### src/rtl/inst_fetch.sv
// ---------------------------------------------------------------------------
// inst_fetch
//   RV32I instruction fetch stage. Pulls one 32-bit instruction as four byte
//   reads over the shared byte-wide memory port, assembles them little-endian
//   and hands {pc, inst} to decode through a one-entry valid/ready register.
//   A branch redirect discards any in-flight fetch and restarts at the target.
//
// Ports
//   clk, rst            rising-edge clock, synchronous active-high reset
//   branch_flag_i       redirect request, sampled on the clock edge
//   branch_target_i     redirect address (bits [1:0] forced to 0)
//   mem_req_o           byte read request
//   mem_addr_o          byte address of the request
//   mem_gnt_i           request accepted this cycle
//   mem_rdata_i         read data, one cycle after the grant
//   id_ready_i          decode accepts the output this cycle
//   inst_valid_o        output register holds an instruction
//   inst_o, pc_o        assembled instruction and its address
//
// State     | meaning
// ----------+---------------------------------------------------------------
// S_FETCH   | issuing the four byte requests of the word at fetch_pc
// S_DRAIN   | last byte returning; forward it straight into the output slot
// S_HOLD    | full word parked in asm_buf, waiting for the output slot
// ---------------------------------------------------------------------------
module inst_fetch #(
    parameter logic [31:0] RESET_PC = 32'h0000_0000
) (
    input  logic        clk,
    input  logic        rst,
    input  logic        branch_flag_i,
    input  logic [31:0] branch_target_i,
    output logic        mem_req_o,
    output logic [31:0] mem_addr_o,
    input  logic        mem_gnt_i,
    input  logic [7:0]  mem_rdata_i,
    input  logic        id_ready_i,
    output logic        inst_valid_o,
    output logic [31:0] inst_o,
    output logic [31:0] pc_o
);

    typedef enum logic [1:0] {
        S_FETCH = 2'd0,
        S_DRAIN = 2'd1,
        S_HOLD  = 2'd2
    } state_t;

    state_t      r_state;
    logic [31:0] r_fetch_pc;
    logic [1:0]  r_iss_cnt;
    logic [31:0] r_asm_buf;
    logic        r_pend;
    logic [1:0]  r_pend_idx;
    logic        r_valid;
    logic [31:0] r_inst;
    logic [31:0] r_pc;

    state_t      w_state_nxt;
    logic [31:0] w_fetch_pc_nxt;
    logic [1:0]  w_iss_cnt_nxt;
    logic [31:0] w_asm_buf_nxt;
    logic        w_pend_nxt;
    logic [1:0]  w_pend_idx_nxt;
    logic        w_valid_nxt;
    logic [31:0] w_inst_nxt;
    logic [31:0] w_pc_nxt;

    logic        w_slot_free;
    logic [31:0] w_word;
    logic [31:0] w_target;

    assign w_slot_free = !r_valid || id_ready_i;
    // In DRAIN the last byte is still on the bus, so the word is completed
    // combinationally instead of waiting a cycle for it to land in asm_buf.
    assign w_word      = {mem_rdata_i, r_asm_buf[23:0]};
    assign w_target    = branch_target_i & ~32'h0000_0003;

    always_comb begin
        w_state_nxt    = r_state;
        w_fetch_pc_nxt = r_fetch_pc;
        w_iss_cnt_nxt  = r_iss_cnt;
        w_asm_buf_nxt  = r_asm_buf;
        w_pend_nxt     = 1'b0;
        w_pend_idx_nxt = r_pend_idx;
        w_valid_nxt    = r_valid;
        w_inst_nxt     = r_inst;
        w_pc_nxt       = r_pc;

        if (r_pend) begin
            w_asm_buf_nxt[{r_pend_idx, 3'b000} +: 8] = mem_rdata_i;
        end

        if (r_valid && id_ready_i) begin
            w_valid_nxt = 1'b0;
        end

        case (r_state)
            S_FETCH: begin
                if (mem_gnt_i) begin
                    w_pend_nxt     = 1'b1;
                    w_pend_idx_nxt = r_iss_cnt;
                    w_iss_cnt_nxt  = r_iss_cnt + 2'd1;
                    if (r_iss_cnt == 2'd3) begin
                        w_state_nxt = S_DRAIN;
                    end
                end
            end
            S_DRAIN: begin
                if (w_slot_free) begin
                    w_valid_nxt    = 1'b1;
                    w_inst_nxt     = w_word;
                    w_pc_nxt       = r_fetch_pc;
                    w_fetch_pc_nxt = r_fetch_pc + 32'd4;
                    w_state_nxt    = S_FETCH;
                end else begin
                    w_asm_buf_nxt  = w_word;
                    w_state_nxt    = S_HOLD;
                end
            end
            S_HOLD: begin
                if (w_slot_free) begin
                    w_valid_nxt    = 1'b1;
                    w_inst_nxt     = r_asm_buf;
                    w_pc_nxt       = r_fetch_pc;
                    w_fetch_pc_nxt = r_fetch_pc + 32'd4;
                    w_state_nxt    = S_FETCH;
                end
            end
            default: begin
                w_state_nxt = S_FETCH;
            end
        endcase

        // Redirect wins over everything above, including a same-cycle accept
        // or a DRAIN/HOLD transfer; a byte granted now will be dropped.
        if (branch_flag_i) begin
            w_valid_nxt    = 1'b0;
            w_iss_cnt_nxt  = 2'd0;
            w_pend_nxt     = 1'b0;
            w_fetch_pc_nxt = w_target;
            w_state_nxt    = S_FETCH;
        end
    end

    always_ff @(posedge clk) begin
        if (rst) begin
            r_state    <= S_FETCH;
            r_fetch_pc <= RESET_PC;
            r_iss_cnt  <= 2'd0;
            r_asm_buf  <= 32'd0;
            r_pend     <= 1'b0;
            r_pend_idx <= 2'd0;
            r_valid    <= 1'b0;
            r_inst     <= 32'd0;
            r_pc       <= 32'd0;
        end else begin
            r_state    <= w_state_nxt;
            r_fetch_pc <= w_fetch_pc_nxt;
            r_iss_cnt  <= w_iss_cnt_nxt;
            r_asm_buf  <= w_asm_buf_nxt;
            r_pend     <= w_pend_nxt;
            r_pend_idx <= w_pend_idx_nxt;
            r_valid    <= w_valid_nxt;
            r_inst     <= w_inst_nxt;
            r_pc       <= w_pc_nxt;
        end
    end

    // Outputs show reset values during any rst cycle, so a mid-operation
    // reset silences the memory port and decode interface immediately.
    assign mem_req_o    = !rst && (r_state == S_FETCH);
    assign mem_addr_o   = rst ? RESET_PC : (r_fetch_pc + {30'd0, r_iss_cnt});
    assign inst_valid_o = !rst && r_valid;
    assign inst_o       = rst ? 32'd0 : r_inst;
    assign pc_o         = rst ? 32'd0 : r_pc;

endmodule

### config.mk
export PLATFORM = sky130hd
export DESIGN_NAME = inst_fetch
export DESIGN_NICKNAME = d
export VERILOG_FILES = /design/src/rtl/inst_fetch.sv
export SDC_FILE = /design/constraint.sdc
export NUM_CORES = 1
export LEC_CHECK = 0
export CAP_MARGIN = 20
export CORE_MARGIN = 5
export CORE_UTILIZATION = 55
export CTS_BUF_LIST = sky130_fd_sc_hd__clkbuf_16
export CTS_CLUSTER_SIZE = 10
export DETAILED_ROUTE_END_ITERATION = 8
export GPL_ROUTABILITY_DRIVEN = 0
export PLACE_DENSITY = 0.89
export SYNTH_ARGS = -nofsm -noshare
export SYNTH_HDL_FRONTEND = slang
export SYNTH_SLANG_ARGS = --single-unit
### constraint.sdc
create_clock -name clk -period 6.8 [get_ports clk]
set_input_delay 0.68 -clock clk [delete_from_list [all_inputs] [get_ports clk]]
set_output_delay 0.68 -clock clk [all_outputs]
set_load 0.005 [all_outputs]
# Word level (Yosys, flattened, before mapping)
# Cells that the tools add are included.
[classes]
eq_ne = 7
n_reduce_logical = 18
n_mux = 22
n_lt_le_gt_ge = 0
multipliers = 0
shift = 2
n_div = 0
addsub = 4
n_bitwise = 1
[ops]
columns = ["operator", "count"]
rows = [
  ["2-to-1 mux 32 bit", 11],
  ["one-hot mux 32 bit (2 select lines)", 1],
  ["adder 32 x 2 -> 32 bit", 1],
  ["adder 32 x 3 -> 32 bit (second input constant)", 1],
  ["bitwise mux 32 bit", 1],
  ["variable shift 8 x 7 -> 32 bit (first input constant)", 1],
  ["variable part select 8 x 7 -> 32 bit", 1],
  ["2-to-1 mux 2 bit", 4],
  ["!= test 2 bit (second input constant)", 4],
  ["negation 5 -> 7 bit", 1],
  ["one-hot mux 2 bit (3 select lines)", 1],
  ["AND reduction 2 bit", 3],
  ["AND reduction 3 bit", 2],
  ["nonzero test 2 bit", 3],
  ["equality test 2 bit (second input constant)", 2],
  ["2-to-1 mux 1 bit", 4],
  ["OR reduction 2 bit", 2],
  ["logical AND 1 bit", 3],
  ["OR reduction 3 bit", 1],
  ["adder 2 x 1 -> 2 bit (second input constant)", 1],
  ["equality test 2 x 1 -> 1 bit (second input constant)", 1],
  ["logical NOT 1 bit", 2],
  ["logical NOT 2 bit", 1],
  ["logical OR 1 bit", 1],
  ["NOT 1 bit", 1],
]
[totals]
in_bits = 45
rom_bits = 0
latch_bits = 0
out_inout_bits = 98
ramBits = 0
regBits = 136
mem_count = 0
word_cells = 65

# Longest topological paths before layout
[logic_depth]
word_depth = 6
ltp_mapped = 9
mapped_depth_nobuf = 6

# Worst setup path before layout
# Ideal clock, no wire load.
[synth_timing]
path_kind = "input to output"
from = "input rst"
to = "output inst_o[30]"
setup_slack_ns = 4.549
arrival_ns = 1.571
path_buffers = 3
stages = 4
required_time_ns = 6.120
path_cell_list = "clkbuf_1 clkbuf_1 buf_1 nor2b_1"
[synth_between]
elab_chain_cells = 1
[synth_rtl]
columns = ["item", "line", "text"]
rows = [
  ["from (decl)", "30", "input logic rst,"],
  ["2-to-1 mux 32 bit", "175", "assign inst_o = rst ? 32'd0 : r_inst;"],
  ["to (decl)", "39", "output logic [31:0] inst_o,"],
]
# Every way passes these cells.

# Worst setup path after layout
[layout_timing]
from = "input rst"
to = "output pc_o[20]"
[layout_between]
elab_chain_cells = 1
[layout_rtl]
columns = ["item", "line", "text"]
rows = [
  ["2-to-1 mux 32 bit", "176", "assign pc_o = rst ? 32'd0 : r_pc;"],
  ["to (decl)", "40", "output logic [31:0] pc_o"],
]
# Every way passes these cells.

==> results.toml <==
[timing]
finalCritPeriodShare = 0.500
slew_viol_final = 0
timing.fmax_mhz = 294
finClkSkew_ps = 8.23
finalHoldViolCount = 0
rsz0062_at_grt = "false"
holdWs_ps = 453
worst_pin_slew_ps = 956
post-route-min-period_ps = 3400
tns_ps = 0
finalSetupViolCount = 0
worst_slew_margin_rel = 0.361

[yosys]
ys_warn_count = 0
synth.area.top_cells = "dfxtp_1 41%, nor2b_1 9.8%, nand2_1 5.7%, a21oi_1 4.1%, o22a_1 4.0%"
synth.top_cell.area_share = 0.415
synth_edf_count = 0
synth_area_leader_cell = "dfxtp_1"
synth_area_sq_mm = 0.00637
postSynthAreaPerCell_sq_um = 8.24
synth_commonest_cells = "132 x dfxtp_1, 100 x nor2b_1, 97 x nand2_1, 52 x a21oi_1, 48 x clkbuf_1"
seq_area_frac_synth = 0.415
synthArstFlopShare = 0
ys.flop_type = "dfxtp_1"
ys_ff_latch = 132
syn_inst = 773
ys_types = 56
yosysMostFrequentCell = "dfxtp_1"

[grt]
grt_overflow = 0
grt_pass1_vias = 6152
grt_usage = 0.258
antenna_found_initial = 0
grt_max_degree = 113
grt_pass1_wl_um = 30100

[drt]
drtIter0Drc = 520
dr.pass1.iters = 5
vias = 6258
routedWlPerCell_um = 17.9
vias_per_cell = 6.09
drc = 0
wl_um = 18400
ant_nets = 0

[die]
core_sq_mm = 0.0114
dieWidth_um = 118
die-height_um = 118
io_pins = 143
start_util = 0.560
fp-row-count = 39
dieArea_sq_mm = 0.0138

[cells_and_area]
nNetsFinal = 926
drive_above_1_share = 0.0520
instances_no_fill = 1027
multi_input_area_sq_mm = 0.00342
regArea_sq_mm = 0.00264
area_delta_synth_final_pct = 29.7
antenna_cells = 0
nFillCells = 821
stdcell_area_sq_mm = 0.00827

[min_path]
min_to = "r_inst[16]$_SDFFE_PP0P_"
hp-start = "r_inst[16]$_SDFFE_PP0P_"
hold_path.class = "flip-flop to flip-flop"
whs_path_depth = 2

[placed_design]
portBuffers = 138
dpl_cell_area_sq_mm = 0.00771
placedCellCount = 994
hpwl_um = 12300

[critical_path]
crit-reg2reg-launch = "r_state[0]$_SDFFE_PP0P_"
r2r_end = "r_fetch_pc[24]$_SDFFE_PP0P_"
crit_arrival_ps = 2720
cp.required_ps = 6120
cp_max_fo = 112
reg2reg_depth = 6
crit_type = "input port to primary output"
end_kind = "primary output"
critPathLaunchType = "input port"
r2r_slack_ps = 4100

[clock_tree]
clk_pin_slew_ps = 60
cts_buffers = 17
htree_levels = 4
cts_tree = "built"
clk_root_buffer_cell = "clkbuf_16"
post_cts_buffers = 0
cts_max_path_buffers = 2
holdBufCountCts = 0
cts.sinks = 132
clk_latency_ps = 420
cts_resized = 0

[power]
p_leak_nw = 2.78
pwr-share-comb = 0.071
power.switching_mw = 0.462
power_mw = 1.79
p_int_mw = 1.33
power_density_mw_per_mm2 = 216
seq_power_share = 0.457
switching_share = 0.258
p_clk_frac = 0.472
ir_drop_mv = 0.149

[flow_run]
drv_cap = 0

[status]
status = "finished clean"
-- metrics by stage --
stage	setup slack (ps)	utilization
6_report	3400	0.727
5_1_grt	3280	0.727
4_1_cts	3420	0.727
3_5_place_dp	3430	0.678
3_3_place_gp	3500	0.678
2_1_floorplan	4550	-
-- power groups by stage --
stage	Combinational, mW	Sequential, mW	Clock (mW)
global route	0.137	0.819	0.888
CTS	0.125	0.815	0.852
detailed placement	0.123	0.832	0
global placement	0.119	0.831	0
floorplan	0.0713	0.819	0
finish	0.126	0.817	0.844
-- layout by cell type, fill, tap and decap left out, types with 4 or more instances in the layout --
| cell type | n |
|---|---|
| and2_1 | 5 |
| clkinv_4 | 6 |
| and3_1 | 11 |
| buf_4 | 6 |
| a22oi_1 | 8 |
| a311oi_1 | 9 |
| inv_6 | 4 |
| clkdlybuf4s50_1 | 137 |
| or3_1 | 8 |
| nor2_1 | 46 |
| nand3_1 | 44 |
| and4_1 | 6 |
| a21oi_1 | 52 |
| xor2_1 | 5 |
| dfxtp_1 | 132 |
| mux2i_1 | 9 |
| nand2_1 | 97 |
| a31oi_1 | 4 |
| o31a_1 | 4 |
| nand4_1 | 14 |
| clkbuf_16 | 17 |
| o31ai_1 | 8 |
| nor4_1 | 15 |
| nand2b_1 | 4 |
| nor2b_1 | 100 |
| or4_1 | 6 |
| nor3_1 | 12 |
| ha_1 | 10 |
| o21ai_0 | 6 |
| o22a_1 | 29 |
| inv_1 | 9 |
| a211oi_1 | 14 |
-- how the worst max path moves through the flow --
| stage | startpoint | to | slack (ps) | cells past startpoint |
|---|---|---|---|---|
| after floorplan | rst | inst_o[30] | 4550 | 4 |
| after global placement | rst | pc_o[12] | 3500 | 4 |
| after detailed placement | rst | pc_o[14] | 3430 | 4 |
| after CTS | rst | pc_o[20] | 3420 | 4 |
| after global routing | rst | pc_o[15] | 3280 | 4 |
| final | rst | pc_o[20] | 3400 | 4 |
-- layout make-up --
class	count	share of cell area
flip-flops and latches	132	0.320
repair buffers	145	0.173
clock buffers	17	0.0515
well taps	143	0.0216
multi-input cells	565	0.414
clock inverters	15	0.0153
inverters	10	0.00454
-- state kept, by name, indices dropped and copies added, names as in the netlist --
name,count
r_pend,1
r_fetch_pc,30
r_inst,32
r_pc,30
r_valid,1
r_state,2
r_asm_buf,32
r_iss_cnt,2
r_pend_idx,2
-- worst max-delay path, cell delays in order --
cell	delay, ps
buf_6	520
buf_4	750
nor2b_1	180
clkdlybuf4s50_1	490
-- routing by layer --
layer	routed length [um]	share of wire	GRT usage	vias up
li1	-	-	-	2941
met1	7650	0.42	0.317	2953
met2	8710	0.47	0.414	310
met3	1420	0.077	0.0735	54
met4	602	0.033	0.128	0
met5	0	0	0	-
-- kinds of logic (layout without fill, tap and decap cells) --
| kind of cell | Yosys count | in the layout | share of synthesized area |
|---|---|---|---|
| AND/OR/NAND/NOR | 378 | 378 | 0.313 |
| AO/OA/AOI/OAI | 156 | 156 | 0.174 |
| flip-flops | 132 | 132 | 0.415 |
| buffers and inverters | 77 | 187 | 0.0491 |
| multiplexers | 11 | 11 | 0.0177 |
| adder cells (fa/ha/maj) | 10 | 10 | 0.0196 |
| XOR/XNOR | 8 | 8 | 0.0110 |
| other | 1 | 2 | 0.000589 |
No activity file was read; power rests on OpenSTA's default activity.
